$ cat src/rtl/apb_mem_pkg.sv
// Shared types and helpers for apb_mem_ctrl: FSM state encoding, byte-offset width, address legality.
// Optional byte strobes are controlled by the APB_MEM_STRB_EN macro in the top and merge files.
package apb_mem_pkg;

  typedef enum logic [2:0] {
    ST_IDLE    = 3'd0,
    ST_ERR     = 3'd1,
    ST_WR      = 3'd2,
    ST_RD      = 3'd3,
    ST_RD_RESP = 3'd4,
    ST_RMW_RD  = 3'd5,
    ST_RMW_WR  = 3'd6
  } state_t;

  localparam int PADDR_MAX = 64;

  function automatic int byte_ofs(input int data_width);
    return $clog2(data_width / 8);
  endfunction

  // Illegal when any sub-word byte bit is set or any bit above the memory window is set.
  function automatic logic addr_err(input logic [PADDR_MAX-1:0] paddr,
                                    input int paddr_width,
                                    input int ofs,
                                    input int addr_width);
    logic err;
    err = 1'b0;
    for (int i = 0; i < PADDR_MAX; i++) begin
      if ((i < paddr_width) && ((i < ofs) || (i >= ofs + addr_width)) && paddr[i])
        err = 1'b1;
    end
    return err;
  endfunction

endpackage

$ cat src/rtl/apb_mem_strb_merge.sv
// Per-byte merge of new write data over old memory data under byte strobes; purely combinational.
// Used by apb_mem_ctrl only when APB_MEM_STRB_EN is defined.
module apb_mem_strb_merge #(
  parameter int DATA_WIDTH = 16
) (
  input  logic [DATA_WIDTH-1:0]   wdata,
  input  logic [DATA_WIDTH-1:0]   rdata,
  input  logic [DATA_WIDTH/8-1:0] strb,
  output logic [DATA_WIDTH-1:0]   merged
);

  for (genvar b = 0; b < DATA_WIDTH / 8; b++) begin : g_byte
    assign merged[b*8 +: 8] = strb[b] ? wdata[b*8 +: 8] : rdata[b*8 +: 8];
  end

endmodule

$ cat src/rtl/apb_mem_ctrl.sv
// APB slave sequencing a single-port registered-read memory; reads and partial writes take one wait state.
// Byte strobes and read-modify-write are enabled by defining APB_MEM_STRB_EN.
module apb_mem_ctrl
  import apb_mem_pkg::*;
#(
  parameter int PADDR_WIDTH = 32,
  parameter int ADDR_WIDTH  = 16,
  parameter int DATA_WIDTH  = 16
) (
  input  logic                    i_clk,
  input  logic                    i_rst_n,
  input  logic                    i_psel,
  input  logic                    i_penable,
  input  logic                    i_pwrite,
  input  logic [PADDR_WIDTH-1:0]  i_paddr,
  input  logic [DATA_WIDTH-1:0]   i_pwdata,
`ifdef APB_MEM_STRB_EN
  input  logic [DATA_WIDTH/8-1:0] i_pstrb,
`endif
  output logic [DATA_WIDTH-1:0]   o_prdata,
  output logic                    o_pready,
  output logic                    o_pslverr,
  output logic                    o_mem_en,
  output logic                    o_mem_wr,
  output logic [ADDR_WIDTH-1:0]   o_mem_addr,
  output logic [DATA_WIDTH-1:0]   o_mem_wdata,
  input  logic [DATA_WIDTH-1:0]   i_mem_rdata
);

  localparam int BYTE_OFS = byte_ofs(DATA_WIDTH);

  state_t                 state;
  state_t                 nxt;
  logic   [1:0]           rst_sync;
  logic                   rst_sync_n;
  logic                   setup;
  logic                   bad_addr;
  logic                   strb_full;
  logic                   strb_none;
  logic [ADDR_WIDTH-1:0]  word_addr;
  logic [DATA_WIDTH-1:0]  rmw_wdata;

  // Reset asserts asynchronously and releases two clocks later, so state clears immediately.
  always_ff @(posedge i_clk or negedge i_rst_n) begin
    if (!i_rst_n) rst_sync <= 2'b00;
    else          rst_sync <= {rst_sync[0], 1'b1};
  end
  assign rst_sync_n = rst_sync[1];

  always_ff @(posedge i_clk or negedge rst_sync_n) begin
    if (!rst_sync_n) state <= ST_IDLE;
    else             state <= nxt;
  end

  assign setup     = i_psel && !i_penable;
  assign bad_addr  = addr_err(PADDR_MAX'(i_paddr), PADDR_WIDTH, BYTE_OFS, ADDR_WIDTH);
  assign word_addr = i_paddr[BYTE_OFS +: ADDR_WIDTH];

`ifdef APB_MEM_STRB_EN
  assign strb_full = &i_pstrb;
  assign strb_none = ~|i_pstrb;

  apb_mem_strb_merge #(
    .DATA_WIDTH (DATA_WIDTH)
  ) u_strb_merge (
    .wdata  (i_pwdata),
    .rdata  (i_mem_rdata),
    .strb   (i_pstrb),
    .merged (rmw_wdata)
  );
`else
  assign strb_full = 1'b1;
  assign strb_none = 1'b0;
  assign rmw_wdata = i_pwdata;
`endif

  always_comb begin
    nxt         = state;
    o_prdata    = '0;
    o_pready    = 1'b0;
    o_pslverr   = 1'b0;
    o_mem_en    = 1'b0;
    o_mem_wr    = 1'b0;
    o_mem_addr  = '0;
    o_mem_wdata = '0;
    if (state == ST_IDLE) begin
      if (setup) begin
        if (bad_addr)                    nxt = ST_ERR;
        else if (!i_pwrite)              nxt = ST_RD;
        else if (strb_full || strb_none) nxt = ST_WR;
`ifdef APB_MEM_STRB_EN
        else                             nxt = ST_RMW_RD;
`endif
      end
    end else if (!i_psel) begin
      nxt = ST_IDLE;
    end else begin
      case (state)
        ST_ERR: begin
          o_pready  = 1'b1;
          o_pslverr = 1'b1;
          nxt       = ST_IDLE;
        end
        ST_WR: begin
          // A zero-strobe write completes without touching memory.
          o_pready = 1'b1;
          if (!strb_none) begin
            o_mem_en    = 1'b1;
            o_mem_wr    = 1'b1;
            o_mem_addr  = word_addr;
            o_mem_wdata = i_pwdata;
          end
          nxt = ST_IDLE;
        end
        ST_RD: begin
          o_mem_en   = 1'b1;
          o_mem_addr = word_addr;
          nxt        = ST_RD_RESP;
        end
        ST_RD_RESP: begin
          o_pready = 1'b1;
          o_prdata = i_mem_rdata;
          nxt      = ST_IDLE;
        end
`ifdef APB_MEM_STRB_EN
        ST_RMW_RD: begin
          o_mem_en   = 1'b1;
          o_mem_addr = word_addr;
          nxt        = ST_RMW_WR;
        end
        ST_RMW_WR: begin
          o_pready    = 1'b1;
          o_mem_en    = 1'b1;
          o_mem_wr    = 1'b1;
          o_mem_addr  = word_addr;
          o_mem_wdata = rmw_wdata;
          nxt         = ST_IDLE;
        end
`endif
        default: nxt = ST_IDLE;
      endcase
    end
  end

endmodule

$ cat config.mk
export PLATFORM = sky130hd
export DESIGN_NAME = apb_mem_ctrl
export DESIGN_NICKNAME = d
export VERILOG_FILES = /design/src/rtl/apb_mem_pkg.sv /design/src/rtl/apb_mem_strb_merge.sv /design/src/rtl/apb_mem_ctrl.sv
export SDC_FILE = /design/constraint.sdc
export NUM_CORES = 1
export LEC_CHECK = 0
export ABC_AREA = 1
export BUFFER_PORTS_ARGS = -buffer_cell sky130_fd_sc_hd__clkbuf_2
export CAP_MARGIN = 30
export CELL_PAD_IN_SITES_DETAIL_PLACEMENT = 1
export CELL_PAD_IN_SITES_GLOBAL_PLACEMENT = 2
export CORE_MARGIN = 10
export CORE_UTILIZATION = 10
export CTS_CLUSTER_SIZE = 14
export DETAILED_ROUTE_END_ITERATION = 8
export PLACE_DENSITY_LB_ADDON = 0.12
export SYNTH_ARGS = -nofsm -noshare
export SYNTH_HDL_FRONTEND = slang
export SYNTH_HIERARCHICAL = 1
export SYNTH_SLANG_ARGS = --single-unit
$ cat constraint.sdc
create_clock -name i_clk -period 1.21 [get_ports i_clk]
set_input_delay 0.1815 -clock i_clk [delete_from_list [all_inputs] [get_ports i_clk]]
set_output_delay 0.1815 -clock i_clk [all_outputs]
set_load 0.01 [all_outputs]
### Word-level counts from Yosys, hierarchy flattened

Index checks and enable logic that the tools add are counted.
Widths: inputs -> output; s select.

| cells by class | value |
|---|---|
| add/sub/neg operators | 0 |
| multipliers | 0 |
| div/mod/pow operators | 0 |
| order comparisons | 0 |
| eq/ne operators | 5 |
| shift-type cells | 0 |
| multiplexer cells | 43 |
| bitwise gates (word level) | 0 |
| reductions and logical operators | 5 |

Operators by type and width:

| operator | number |
|---|---|
| $mux 16 | 9 |
| $mux 1 | 29 |
| $mux 3 | 4 |
| $eq 3x2->1 const B | 2 |
| $eq 3x1->1 const B | 1 |
| $eq 3x3->1 const B | 1 |
| $logic_not 3->1 | 1 |
| $reduce_or 3->1 | 1 |
| $mux 2 | 1 |
| $ne 2x2->1 const B | 1 |
| $reduce_or 2->1 | 1 |
| $logic_and 1x1->1 | 1 |
| $logic_not 1->1 | 1 |

| storage, ports and cells | value |
|---|---|
| register bits | 5 |
| bits in latches | 0 |
| RAM bits | 0 |
| memory bits (read-only) | 0 |
| bits of input ports | 69 |
| output and inout port bits | 52 |
| logic and storage cells | 55 |
| memories kept | 0 |

### Logic depth before layout (Yosys ltp)

| depth | value |
|---|---|
| depth in word-level cells | 19 |
| gate-level depth with buffers | 6 |
| mapped depth without buffers | 6 |

### Worst setup path after synthesis

No wires, ideal clock.

| timing | value |
|---|---|
| kind | reg-to-output |
| start | register state[1] |
| end | output port o_prdata[10] |
| arrival time | 1.102 ns |
| data required time | 1.028 ns |
| slack | -0.073 ns |
| stages on the path, launching flop included | 5 |
| buffers on the path | 1 |
| cells stage by stage | dfrtp_1 > nor2_1 > nand3_1 > buf_4 > nor2_1 |

| on the way | value |
|---|---|
| word-level cells in the longest chain between the ends | 4 |
| elaborated cells between the ends (all ways) | 5 |
| those cells by class | eq/ne: 1; mux: 3; reduce/logical: 1 |

RTL lines:

| element | line | source |
|---|---|---|
| from (decl) | apb_mem_ctrl.sv:32 | `state_t state;` |
| from (signal assigned) | apb_mem_ctrl.sv:52 | `else state <= nxt;` |
| $eq 3x3->1 | apb_mem_ctrl.sv:98 | `case (state)` |
| $mux 16 | apb_mem_ctrl.sv:98 |  |
| $mux 16 | apb_mem_ctrl.sv:95 | `end else if (!i_psel) begin` |
| $mux 16 (*) | apb_mem_ctrl.sv:86 | `if (state == ST_IDLE) begin` |
| to (decl) | apb_mem_ctrl.sv:20 | `output logic [DATA_WIDTH-1:0] o_prdata,` |

Every way passes the cells marked *; elsewhere a longest branch is shown, timed or not.

### Worst setup path after layout

| timing | value |
|---|---|
| start | register state[0] |
| end | output port o_mem_wdata[3] |

| on the way | value |
|---|---|
| word-level cells in the longest chain between the ends | 4 |
| elaborated cells between the ends (all ways) | 5 |
| those cells by class | eq/ne: 1; mux: 3; reduce/logical: 1 |

RTL lines:

| element | line | source |
|---|---|---|
| $eq 3x2->1 | apb_mem_ctrl.sv:98 |  |
| $mux 16 | apb_mem_ctrl.sv:98 |  |
| $mux 16 | apb_mem_ctrl.sv:95 |  |
| $mux 16 (*) | apb_mem_ctrl.sv:86 |  |
| to (decl) | apb_mem_ctrl.sv:26 | `output logic [DATA_WIDTH-1:0] o_mem_wdata,` |

Marked as above.

==> flow_summary.ini <==
[final_layout]
n_fill_cell = 888
antenna_cells = 0
fin_cells = 357
utilization_pct = 26.0
syn_to_final_growth_pct = 152
drive_gt1_share_pct = 71.6
fin_nets = 331

[grt]
grtUsageMet3_pct = 2.35
gr-total-overflow = 0
use_met2_pct = 15.9
grt.busiest_layer = met2
grt_util_all_layers_pct = 8.04
grt_pass1_vias = 1326
grt_util_met1_pct = 8.20
grt_first_pass_wirelength_mm = 7.25
antenna_found_initial = 0
grt_max_degree = 18

[clocking]
cts.clk_slew.worst_paths_ns = 0.03
cts_tree = built
cts-htree-levels = 1
clkLatencyLatePin_ns = 0.22
cts_buffers = 3
clock_path_buffers = 2
clkSinkCount = 5
cts_root_buffer = clkbuf_8

[run]
drv_cap = 0

[sta]
rsz0062_at_grt = true
fin_crit_ns = 1.50
setup_violations = 52
fin_worst_skew_ns = 0.00146
finalHoldWorstSlack_ns = 0.0351
fmax_mhz = 667
drv_slew = 0
hold_viol = 0
setup_ws_ns = -0.289
fin_crit_sh_pct = 124

[worst_setup_path]
cp.arrival_ns = 1.32
slowest_delay_ns = 0.42
crit_type = reg2out
path_cells = inv_2 -> nand3_4 -> buf_12 -> nor3b_4 -> buf_2
cp_slowest_cell = dfrtp_2
cp_data_required_time_ns = 1.03
setup.worst_path.start_class = flip-flop
cp-end-kind = primary output
critPathMaxFanout = 17

[detailed_routing]
routed_wl_mm = 4.69
via_per_inst = 3.53
postRouteAntennaNets = 0
drt_iter0_drc = 47
first_pass_iters = 3
drc = 0
num_vias = 1261
wl_per_cell_microns = 13.1

[logic_synthesis]
synth_warnings = 6
synthArstFlopShare_pct = 100
synth_area_leaders = nor2_1 25%, inv_1 20%, dfrtp_1 18%
syn_avg_cell_area_sq_um = 5.44
synthTopCellsByCount = 47 x nor2_1, 38 x inv_1, 16 x nor3b_1
synth_area_sq_um = 707
ys.flop_type = dfrtp_1
yosys.area.top_type = nor2_1
synth.ff_latch_count = 5
yosys.cell_types.count = 16
synth.most_common_cell = nor2_1
synth_fp_nets = 199
netlist.area_leader.share_pct = 25.0
synth_edf_count = 0
syn_inst = 130
ys_seq_area_share_pct = 17.7

[floorplan]
ios = 121
core-area_sq_um = 6830
die-height_microns = 104
die_area_sq_um = 10800
initial_core_util_pct = 10.3
chipWidth_microns = 104
num_rows = 30

[placed_design]
dpl.cell_count = 349
port_buffers = 120
place_congestion = 0.729
pre_cts_ws_ns = -0.143
dp_hpwl_mm = 4.11

[status]
violations = negative setup slack
status = finished with violations

[min_path]
hp-class = reg2async

[power_and_ir_drop]
vdd_drop_max_v = 0.000558
p_leak_nw = 1.08
p_per_area_nw_per_um2 = 393
p_total_mw = 0.699
-- metrics by stage --
stage / setup TNS (ns) / area [sq um]
after global placement: -4.90 / 1540
after detailed placement: -5.21 / 1540
final: -13.39 / 1780
after floorplan: -0.797 / 757
after CTS: -14.41 / 1710
after global routing: -17.46 / 1780
-- final cells by class --
class	count	area, sq um	share of cell area [%]
Timing Repair Buffer	131	729	41.0
Clock buffer	4	45.0	2.53
Sequential cell	5	128	7.18
Tap cell	96	120	6.76
Inverter	38	143	8.02
Multi-Input combinational cell	83	613	34.5
-- worst paths after layout --
| path | from | to | slack, ns | depth (start not counted) |
|---|---|---|---|---|
| setup / recovery | state[0] | o_mem_wdata[3] | -0.29 | 5 |
| hold / removal | rst_sync[1] | state[2] | 0.04 | 0 |
| setup reg to reg | state[0] | state[0] | 0.08 | 6 |
| hold reg to reg | rst_sync[1] | state[2] | 0.04 | 0 |
| max in group asynchronous | i_rst_n | rst_sync[0] | 0.82 | 2 |
| min in group i_clk | i_penable | state[1] | 0.25 | 4 |
-- where the power goes --
part / switching (mW) / leakage, nW / total (mW) / internal (mW)
Combinational: 0.0922 / 0.994 / 0.218 / 0.126
Clock: 0.0763 / 0.0228 / 0.302 / 0.226
Sequential: 0.00467 / 0.0613 / 0.179 / 0.174
-- placed cells by master (no fill, tap or decap) --
master	Yosys	layout
buf_12	0	3
buf_2	0	34
buf_4	1	7
buf_6	2	1
clkbuf_1	2	1
clkbuf_2	0	85
clkbuf_8	0	3
conb_1	1	1
dfrtp_1	5	3
dfrtp_2	0	2
dlygate4sd3_1	0	1
inv_1	38	36
inv_2	0	2
nand2_1	8	8
nand2_4	1	1
nand2_8	0	2
nand3_1	3	1
nand3_2	0	2
nand3_4	1	1
nor2_1	47	19
nor2_2	0	27
nor2_4	0	1
nor3_1	2	2
nor3b_2	0	14
nor3b_4	0	2
nor4_1	1	1
o21ai_0	1	1
-- what timing repair did --
item | in CTS | in global routing
endpoints found under the setup margin | 52 | 54
gates cloned | 0 | 1
pin swaps | 3 | 3
hold endpoints to repair | 2 | 0
setup buffers | 1 | 1
hold buffers | 1 | 0
gates resized for setup | 25 | 47
-- critical path: cells and delay by family, from the launching register on --
| family | cells | cell delay (ns) |
|---|---|---|
| DFF | 1 | 0.42 |
| buffers and inverters | 3 | 0.41 |
| and+or+nand+nor | 2 | 0.26 |
-- routing by layer --
layer  wire (microns)  up-vias
met5                0        -
met2             2620       51
li1                 -      634
met3              244        2
met4               36        0
met1             1790      574
-- flip-flops by register name, indices dropped and copies added, names as in the netlist --
| signal | cells |
|---|---|
| state | 3 |
| rst_sync | 2 |
-- logic make-up (layout without fill, tap and decap cells) --
family                 count (synthesis)  after routing  synth area share [%]
AO/OA/AOI/OAI                          1              1                 0.707
AND/OR/NAND/NOR                       80             81                  55.6
flip-flops                             5              5                  17.7
buffers and inverters                 43            173                  25.5
other                                  1              1                 0.530
No activity file was read; power rests on OpenSTA's default activity.
